### src/rtl/ask_mer_meter.sv
// N-channel 4-ASK slicer with windowed reference-level, MSE and DC-error measurement.
// Optional feature macro: MER_DC_EN builds the DC-error accumulators; otherwise dc_out is tied to 0.
module ask_mer_meter #(
  parameter int WIDTH    = 18,
  parameter int NUM_CH   = 2,
  parameter int WIN_LOG2 = 8
) (
  input  logic                     clk,
  input  logic                     reset,
  input  logic                     sym_clk_en,
  input  logic                     start,
  input  logic                     continuous,
  input  logic [NUM_CH*WIDTH-1:0]  dec_var,
  output logic [NUM_CH*WIDTH-1:0]  ref_level,
  output logic [NUM_CH*2-1:0]      sym_out,
  output logic [NUM_CH*WIDTH-1:0]  err_out,
  output logic [NUM_CH*WIDTH-1:0]  mse_out,
  output logic [NUM_CH*WIDTH-1:0]  dc_out,
  output logic                     result_valid,
  output logic                     busy
);

  localparam int EW  = WIDTH + 2;
  localparam int SQW = WIDTH + WIN_LOG2;
  localparam int AW  = WIDTH + WIN_LOG2 + 1;
  localparam logic signed [WIDTH-1:0] SMAX = {1'b0, {(WIDTH-1){1'b1}}};
  localparam logic signed [WIDTH-1:0] SMIN = {1'b1, {(WIDTH-1){1'b0}}};

  typedef enum logic [1:0] {S_IDLE, S_ACQ, S_MEAS, S_RESULT} state_t;

  state_t              state_q;
  logic [WIN_LOG2-1:0] cnt_q;
  logic                result_valid_q;
  logic                busy_q;

  logic acq_clr, acq_en, acq_done, meas_en, meas_done;

  // Window-boundary strobes shared by every channel's accumulators.
  always_comb begin
    acq_clr   = ((state_q == S_IDLE) && start) || ((state_q == S_RESULT) && continuous);
    acq_en    = (state_q == S_ACQ) && sym_clk_en;
    acq_done  = acq_en && (cnt_q == '1);
    meas_en   = (state_q == S_MEAS) && sym_clk_en;
    meas_done = meas_en && (cnt_q == '1);
  end

  always_ff @(posedge clk) begin
    if (!reset) begin
      state_q        <= S_IDLE;
      cnt_q          <= '0;
      result_valid_q <= 1'b0;
      busy_q         <= 1'b0;
    end else begin
      result_valid_q <= 1'b0;
      case (state_q)
        S_IDLE: begin
          if (start) begin
            state_q <= S_ACQ;
            cnt_q   <= '0;
            busy_q  <= 1'b1;
          end
        end
        S_ACQ: begin
          if (sym_clk_en) begin
            cnt_q <= cnt_q + 1'b1;
            if (cnt_q == '1) state_q <= S_MEAS;
          end
        end
        S_MEAS: begin
          if (sym_clk_en) begin
            cnt_q <= cnt_q + 1'b1;
            if (cnt_q == '1) begin
              state_q        <= S_RESULT;
              result_valid_q <= 1'b1;
            end
          end
        end
        S_RESULT: begin
          cnt_q <= '0;
          if (continuous) begin
            state_q <= S_ACQ;
          end else begin
            state_q <= S_IDLE;
            busy_q  <= 1'b0;
          end
        end
        default: begin
          state_q <= S_IDLE;
          busy_q  <= 1'b0;
        end
      endcase
    end
  end

  assign result_valid = result_valid_q;
  assign busy         = busy_q;

  for (genvar gi = 0; gi < NUM_CH; gi++) begin : g_ch
    logic signed [WIDTH-1:0]   x, ref_q, ref_d, err_sat, err_q, mse_q, mse_d;
    logic [1:0]                sym_d, sym_q;
    logic signed [EW-1:0]      x_e, a_e, two_a, three_a, ideal, err_full, abs_e;
    logic signed [2*WIDTH-1:0] err_w, sq_full;
    logic [WIDTH-1:0]          sq_keep;
    logic signed [AW-1:0]      abs_acc_q, abs_sum;
    logic [SQW-1:0]            sq_acc_q, sq_sum, sq_mean;

    always_comb begin
      x        = dec_var[gi*WIDTH +: WIDTH];
      x_e      = EW'(x);
      a_e      = EW'(ref_q);
      two_a    = a_e <<< 1;
      three_a  = a_e + two_a;
      sym_d    = 2'b00;
      ideal    = -three_a;
      // Decision thresholds at 0 and +-2a; equality falls to the upper level.
      if (x_e >= two_a) begin
        sym_d = 2'b10;
        ideal = three_a;
      end else if (!x_e[EW-1]) begin
        sym_d = 2'b11;
        ideal = a_e;
      end else if (x_e >= -two_a) begin
        sym_d = 2'b01;
        ideal = -a_e;
      end
      err_full = x_e - ideal;
      if (err_full > EW'(SMAX))      err_sat = SMAX;
      else if (err_full < EW'(SMIN)) err_sat = SMIN;
      else                           err_sat = err_full[WIDTH-1:0];

      abs_e   = x_e[EW-1] ? -x_e : x_e;
      abs_sum = abs_acc_q + AW'(abs_e);
      ref_d   = WIDTH'(abs_sum >>> (WIN_LOG2 + 1));

      err_w   = (2*WIDTH)'(err_sat);
      sq_full = err_w * err_w;
      sq_keep = sq_full[2*WIDTH-2 -: WIDTH];
      sq_sum  = sq_acc_q + SQW'(sq_keep);
      sq_mean = sq_sum >> WIN_LOG2;
      if (sq_mean > SQW'($unsigned(SMAX))) mse_d = SMAX;
      else                                  mse_d = sq_mean[WIDTH-1:0];
    end

    always_ff @(posedge clk) begin
      if (!reset) begin
        sym_q     <= '0;
        err_q     <= '0;
        ref_q     <= '0;
        mse_q     <= '0;
        abs_acc_q <= '0;
        sq_acc_q  <= '0;
      end else begin
        if (sym_clk_en) begin
          sym_q <= sym_d;
          err_q <= err_sat;
        end
        if (acq_clr)     abs_acc_q <= '0;
        else if (acq_en) abs_acc_q <= abs_sum;
        if (acq_done) begin
          ref_q    <= ref_d;
          sq_acc_q <= '0;
        end else if (meas_en) begin
          sq_acc_q <= sq_sum;
        end
        if (meas_done) mse_q <= mse_d;
      end
    end

    assign sym_out[gi*2 +: 2]         = sym_q;
    assign err_out[gi*WIDTH +: WIDTH]   = err_q;
    assign ref_level[gi*WIDTH +: WIDTH] = ref_q;
    assign mse_out[gi*WIDTH +: WIDTH]   = mse_q;

`ifdef MER_DC_EN
    logic signed [AW-1:0]    err_acc_q, err_sum, err_mean;
    logic signed [WIDTH-1:0] dc_q, dc_d;

    always_comb begin
      err_sum  = err_acc_q + AW'(err_sat);
      err_mean = err_sum >>> WIN_LOG2;
      if (err_mean > AW'(SMAX))      dc_d = SMAX;
      else if (err_mean < AW'(SMIN)) dc_d = SMIN;
      else                           dc_d = err_mean[WIDTH-1:0];
    end

    always_ff @(posedge clk) begin
      if (!reset) begin
        err_acc_q <= '0;
        dc_q      <= '0;
      end else begin
        if (acq_done)     err_acc_q <= '0;
        else if (meas_en) err_acc_q <= err_sum;
        if (meas_done) dc_q <= dc_d;
      end
    end

    assign dc_out[gi*WIDTH +: WIDTH] = dc_q;
`else
    assign dc_out[gi*WIDTH +: WIDTH] = '0;
`endif
  end

endmodule
### config.mk
export PLATFORM = sky130hd
export DESIGN_NAME = ask_mer_meter
export DESIGN_NICKNAME = d
export VERILOG_FILES = /design/src/rtl/ask_mer_meter.sv
export SDC_FILE = /design/constraint.sdc
export NUM_CORES = 2
export LEC_CHECK = 0
export BUFFER_PORTS_ARGS = -buffer_cell sky130_fd_sc_hd__buf_2
export CORE_ASPECT_RATIO = 1.75
export CORE_MARGIN = 2
export CORE_UTILIZATION = 29
export DETAILED_ROUTE_END_ITERATION = 10
export GPL_TIMING_DRIVEN = 0
export MAX_ROUTING_LAYER = met4
export SYNTH_ARGS = -nofsm -noshare
export SYNTH_HDL_FRONTEND = slang
export SYNTH_SLANG_ARGS = --single-unit
### constraint.sdc
create_clock -name clk -period 16.4 [get_ports clk]
set_input_delay 1.64 -clock clk [delete_from_list [all_inputs] [get_ports clk]]
set_output_delay 1.64 -clock clk [all_outputs]
set_load 0.01 [all_outputs]
Yosys cells after proc, flatten, opt, wreduce, memory -nomap -nowiden
Cells that the tools add are included.
W data, S select, Z words.
- output and inout bits: 150
- register bits: 230
- logic and storage cells: 107
- input bits: 41
- add/subtract/negate cells: 17
- muxes and demuxes: 34
- bitwise operators: 1
- reduce and logical (&&, ||, !) cells: 16
- equality and inequality tests: 11
- multipliers: 2
- magnitude comparators: 10
- operators by type and width (operator ; count):
    $mux W20 ; 8
    $mux W18 ; 6
    $neg A18 Y20 ; 4
    $mul A18 B18 Y35 ; 2
    $add A27 B20 Y27 ; 2
    $add A26 B18 Y26 ; 2
    $add A18 B19 Y20 ; 2
    $ge A18 B20 Y1 ; 2
    $gt A20 B18 Y1 const B ; 2
    $lt A20 B18 Y1 const B ; 2
    $neg A19 Y20 ; 2
    $neg A20 Y20 ; 2
    $sub A18 B20 Y20 ; 2
    $ge A18 B19 Y1 ; 2
    $gt A18 B17 Y1 const B ; 2
    $pmux W8 S3 ; 1
    $mux W2 ; 9
    $mux W8 ; 2
    $add A8 B1 Y8 const B ; 1
    $eq A8 B8 Y1 const B ; 1
    $ne A2 B2 Y1 const B ; 4
    $pmux W2 S4 ; 1
    $logic_and A1 B1 Y1 ; 6
    $mux W1 ; 6
    other kinds (12) ; 18

Longest topological paths before layout
- depth after elaboration: 13
- mapped depth: 77
- mapped depth without buffers: 74

Worst setup path after synthesis
Ideal clock, no wire load.
- kind: input -> register
- from: in dec_var[30]
- to: reg g_ch[1].mse_q[15]
- buffers on the path: 4
- stages on the path: 57
- slack: 1.220 ns
- arrival time: 15.062 ns
- required time: 16.281 ns
- library setup time: 0.119 ns
- cells stage by stage: ha_1 > a21o_1 > a21oi_1 > nor2_1 > a2111oi_0 > o2111ai_1 > o32ai_1 > clkbuf_1 > o211ai_1 > o21a_1 > ha_1 > o21a_1 > o31a_1 > o211ai_1 > a211oi_1 > o31a_1 > o21a_1 > nor4bb_1 > [21 not listed] > xor2_1 > ha_1 > a21o_1 > a21oi_1 > o21bai_1 > a21oi_1 > o21bai_1 > a21oi_1 > nor2b_1 > o21a_1 > o41ai_1 > o21ai_0 > o211a_1 > o211ai_1 > xor2_1 > nand2_1 > clkbuf_1 > o221a_2
- word-level cells in the longest chain between the ends: 12
- elaborated cells between the ends (all ways): 14
- those cells by class: add/sub: 2; mul: 1; order compare: 5; mux: 6
- ends and longest elaborated chain (element ; RTL line ; RTL):
    from (decl) ; 13 ; input logic [NUM_CH*WIDTH-1:0] dec_var,
    $ge A18 B20 Y1 ; 122 ; end else if (x_e >= -two_a) begin
    $mux W20 ; 122 ;
    $mux W20 ; 119 ; end else if (!x_e[EW-1]) begin
    $mux W20 ; 116 ; if (x_e >= two_a) begin
    $sub A18 B20 Y20 (*) ; 126 ; err_full = x_e - ideal;
    $lt A20 B18 Y1 ; 128 ; else if (err_full < EW'(SMIN)) err_sat = SMIN;
    $mux W18 ; 128 ;
    $mux W18 (*) ; 127 ; if (err_full > EW'(SMAX)) err_sat = SMAX;
    via g_ch[1].err_sat[10] ; 99 ; logic signed [WIDTH-1:0] x, ref_q, ref_d, err_sat, err_q, mse_q, mse_d;
    $mul A18 B18 Y35 (*) ; 136 ; sq_full = err_w * err_w;
    $add A26 B18 Y26 (*) ; 138 ; sq_sum = sq_acc_q + SQW'(sq_keep);
    $gt A18 B17 Y1 ; 140 ; if (sq_mean > SQW'($unsigned(SMAX))) mse_d = SMAX;
    $mux W18 (*) ; 140 ;
    to (signal assigned) ; 165 ; if (meas_done) mse_q <= mse_d;
    to (decl) ; 99 ;
The timed path passes the listed nets; every way through them passes the cells marked *.
A chain may end at the register's enable or synchronous reset.

Worst setup path in the final report
- from: reg g_ch[1].ref_q[2]
- to: reg g_ch[1].mse_q[9]
- word-level cells in the longest chain between the ends: 13
- elaborated cells between the ends (all ways): 18
- those cells by class: add/sub: 6; mul: 1; order compare: 5; mux: 6
- ends and longest elaborated chain (element ; RTL line ; RTL):
    from (decl) ; 99 ;
    from (signal assigned) ; 160 ; ref_q <= ref_d;
    $add A18 B19 Y20 / $neg A19 Y20 (equally long branches) ; 112, 122 ;
    $neg A20 Y20 / $ge A18 B20 Y1 (equally long branches) ; 114, 122 ;
    $mux W20 ; 122 ;
    $mux W20 ; 119 ;
    $mux W20 (*) ; 116 ;
    $sub A18 B20 Y20 (*) ; 126 ;
    $lt A20 B18 Y1 ; 128 ;
    $mux W18 ; 128 ;
    $mux W18 (*) ; 127 ;
    $mul A18 B18 Y35 (*) ; 136 ;
    $add A26 B18 Y26 (*) ; 138 ;
    $gt A18 B17 Y1 ; 140 ;
    $mux W18 (*) ; 140 ;
Every way passes the cells marked *; elsewhere a longest branch is shown, timed or not.

==> parameters.txt <==
Parameter                              Value

Outcome
  Status ... completed

Clock network
  Number of levels the H-tree was split into ... 1
  CTS Buf Count ... 27
  CTS Hold Buffers Added ... 0
  TritonCTS clock tree ... built
  Number of sinks driven by the clock tree ... 230
  Clock edge transition at the registers on the reported setup and hold paths ... 0.07 ns
  Skew-Pair Late Insertion Delay ... 0.64 ns
  Root buffer selected by CTS ... sky130_fd_sc_hd__clkbuf_16
  Clock buffer depth ... 3

Route
  Routed len/inst ... 19.26 um
  Via count ... 36200
  Starting DRT DRC Count ... 1942
  DRC viols ... 0
  Pre-antenna DRT Iters ... 7
  Via density per instance ... 4.986
  Number of nets still failing antenna checks after routing ... 0
  Sum of routed wire length over all layers ... 139.8 mm

Placement
  Weighted congestion at the end of routability-driven global placement ... 0.9791
  I/O Buffers ... 153
  Total half-perimeter wirelength after legalization and detailed placement ... 117.0 mm
  # placed instances ... 7131

Logic synthesis
  Mean post-synth cell area ... 8.289 um^2
  Share of async-settable or async-resettable flops after synthesis ... 0
  Synth cell types ... 96
  Cells taking the most area after synthesis ... sky130_fd_sc_hd__fa_1 (28%), sky130_fd_sc_hd__ha_1 (14%), sky130_fd_sc_hd__dfxtp_1 (11%), sky130_fd_sc_hd__inv_1 (8.1%), sky130_fd_sc_hd__nand2_1 (5.4%)
  Cells after Synth ... 5067
  Yosys top cell area share ... 0.2836
  Largest area contributor in the synthesized netlist ... sky130_fd_sc_hd__fa_1
  Flip-flop cell with the highest count after synthesis ... sky130_fd_sc_hd__dfxtp_1
  Syn. warnings ... 0
  Post-synth design cell area ... 42000 um^2
  Post-synth EDFFs ... 0
  Portion of the post-synthesis area used by sequential elements ... 0.1096
  FF+latch count, synth ... 230

Global route
  Via count of the first global-routing pass ... 38510
  GR Layer Usage met2 ... 0.3628
  Initial antenna violation count ... 6
  Maximum number of pins on one net before global-route repair ... 15
  M1 GR Usage ... 0.1897
  Met3 Resource Use GR ... 0.01657
  Congestion Overflow GR ... 0
  Global-route wire length before repair ... 215.1 mm
  Busiest metal layer after global routing ... met2
  Tot GR Track Use ... 0.1931

Die
  Die X ... 291.7 um
  Area of the placeable core ... 143700 um^2
  Die height ... 507.4 um
  Die Footprint ... 148000 um^2
  Number of I/O pins ... 191
  Initial Util ... 0.2924
  Total number of placement rows ... 184

Cells and area
  Area Overhead vs Synth ... 14.53%
  Most frequent cells in the layout ... sky130_fd_sc_hd__inv_1 (883), sky130_fd_sc_hd__nand2_1 (593), sky130_fd_sc_hd__fa_1 (592), sky130_fd_sc_hd__ha_1 (460), sky130_fd_sc_hd__nor2_1 (372)
  Number of nets at the end of the flow ... 6479
  Fraction of layout cells with a size suffix above 1 ... 0.1162
  Most frequent standard cell in the layout excluding fill and tap cells ... sky130_fd_sc_hd__inv_1
  Non-filler instance count after layout ... 7260

Worst setup path
  Category of the worst setup path capture point ... flop
  Nature of the critical path startpoint ... flop
  Setup slack, reg-to-reg ... 0.46 ns
  Slowest cell on the critical path ... sky130_fd_sc_hd__fa_1
  Reg-to-reg startpoint ... g_ch[1].ref_q[2]
  Length in cells of the worst reg-to-reg path ... 65
  Worst EP arrival ... 16.44 ns
  Crit path largest cell delay ... 0.58 ns
  RR Endpoint ... g_ch[1].mse_q[9]
  Required arrival time at the worst endpoint ... 16.90 ns
  Critical path peak fanout ... 10
  Cell repeated most along the worst path ... sky130_fd_sc_hd__fa_1
  Worst Path Class, Setup ... reg2reg

Worst hold path
  Cell depth of the worst min-delay path ... 2
  Startpoint of the most critical hold path ... g_ch[0].abs_acc_q[19]
  Hold-critical path endpoint ... g_ch[0].abs_acc_q[19]
  Hold WC Path Type ... reg2reg

STA
  Final critical path time including I/O delays and setup ... 15.94 ns
  Worst-Margin Slew ... 1.166 ns
  Crit share post-route ... 0.9720
  Max transition margin ... 0.2168
  Max Clk Rate ... 0.06273 GHz
  Final setup vio count ... 0
  Final Hold Fails ... 0
  Setup skew after layout ... 0.03303 ns
  Max Transition Viols Final ... 0

Job
  Max-cap violations ... 0
[what timing repair did]
item,in CTS,in global routing
setup buffers,18,67
gates resized for setup,192,190
cloned,0,2
pin swaps,11,37
setup endpoints to repair,83,64
[synthesized netlist by cell type, types with 33 or more instances]
library cell	instances
sky130_fd_sc_hd__a211oi_1	59
sky130_fd_sc_hd__a21o_1	83
sky130_fd_sc_hd__a21oi_1	332
sky130_fd_sc_hd__and3_1	33
sky130_fd_sc_hd__buf_4	36
sky130_fd_sc_hd__clkbuf_1	118
sky130_fd_sc_hd__dfxtp_1	230
sky130_fd_sc_hd__fa_1	595
sky130_fd_sc_hd__ha_1	468
sky130_fd_sc_hd__inv_1	909
sky130_fd_sc_hd__mux2i_1	54
sky130_fd_sc_hd__nand2_1	607
sky130_fd_sc_hd__nand3_1	75
sky130_fd_sc_hd__nor2_1	394
sky130_fd_sc_hd__nor2b_1	40
sky130_fd_sc_hd__nor3_1	45
sky130_fd_sc_hd__o21a_1	49
sky130_fd_sc_hd__o21ai_0	160
sky130_fd_sc_hd__xnor2_1	214
sky130_fd_sc_hd__xor2_1	92
[state kept, by name, indices dropped and copies added (netlist names)]
| name | cells |
|---|---|
| g_ch.ref_q | 36 |
| busy | 1 |
| state_q | 2 |
| g_ch.err_q | 36 |
| cnt_q | 8 |
| g_ch.sym_q | 4 |
| result_valid | 1 |
| g_ch.abs_acc_q | 54 |
| g_ch.sq_acc_q | 52 |
| g_ch.mse_q | 36 |
[cells by family (layout without fill, tap and decap cells)]
kind of cell,Yosys count,in the layout,synth area share
buf+inv,1102,1378,0.1022
mux,58,58,0.01394
compound gates,924,924,0.1411
other cells,1,58,0.00008929
flops,230,230,0.1096
fa+ha+maj,1063,1063,0.4230
xor+xnor,307,307,0.06420
simple gates,1382,1382,0.1458
[routing by layer]
layer	vias up	routed length, um
li1	16930	-
met1	17680	48890
met2	1132	73920
met3	457	6325
met4	0	10700
met5	-	0
[worst max path at each step]
stage,from,to,slack [ns],cells after the start
3_5_place_dp,g_ch[1].ref_q[1],g_ch[1].mse_q[8],-4.24,69
5_1_grt,g_ch[0].ref_q[4],g_ch[0].mse_q[3],-0.14,73
4_1_cts,g_ch[0].ref_q[1],g_ch[0].mse_q[9],0.003,72
3_3_place_gp,g_ch[1].ref_q[1],g_ch[1].mse_q[7],-3.98,69
6_report,g_ch[1].ref_q[2],g_ch[1].mse_q[9],0.46,65
2_1_floorplan,dec_var[30],g_ch[1].mse_q[15],1.22,57
[cell type report]
cell class | count | area (um^2)
buffer | 173 | 1002
clock buffer | 36 | 769.5
multi-input combinational | 3786 | 34200
sequential | 230 | 4626
clock inverter | 12 | 130.1
antenna | 6 | 15.01
timing repair buffer | 241 | 1534
tap | 1860 | 2327
inverter | 916 | 3498
fill | 15140 | 95550
[per-stage QoR]
| step | TNS (ns) | area, um^2 | hold WS (ns) | setup WS [ns] | utilization |
|---|---|---|---|---|---|
| finish | 0 | 48100 | 0.4572 | 0.4595 | 0.3348 |
| global route | -1.823 | 48090 | 0.4737 | -0.1372 | 0.3348 |
| CTS | 0 | 46910 | 0.4602 | 0.003245 | 0.3265 |
| detailed placement | -195.34 | 45280 | 0.4511 | -4.244 | 0.3152 |
| global placement | -182.63 | 45280 | 0.4409 | -3.977 | 0.3152 |
| floorplan | 0 | 42190 | 0.4362 | 1.220 | - |
[critical path: cells and delay by family (launching register included)]
kind / cells / cell delay (ns)
fa+ha+maj: 11 / 4.64
mux: 1 / 0.13
buf+inv: 10 / 1.55
simple gates: 14 / 2.77
compound gates: 25 / 5.48
flops: 1 / 0.38
xor+xnor: 4 / 0.86
Power is not shown: default switching activity piles up to over one toggle a cycle in this logic, so the estimate is an artifact.
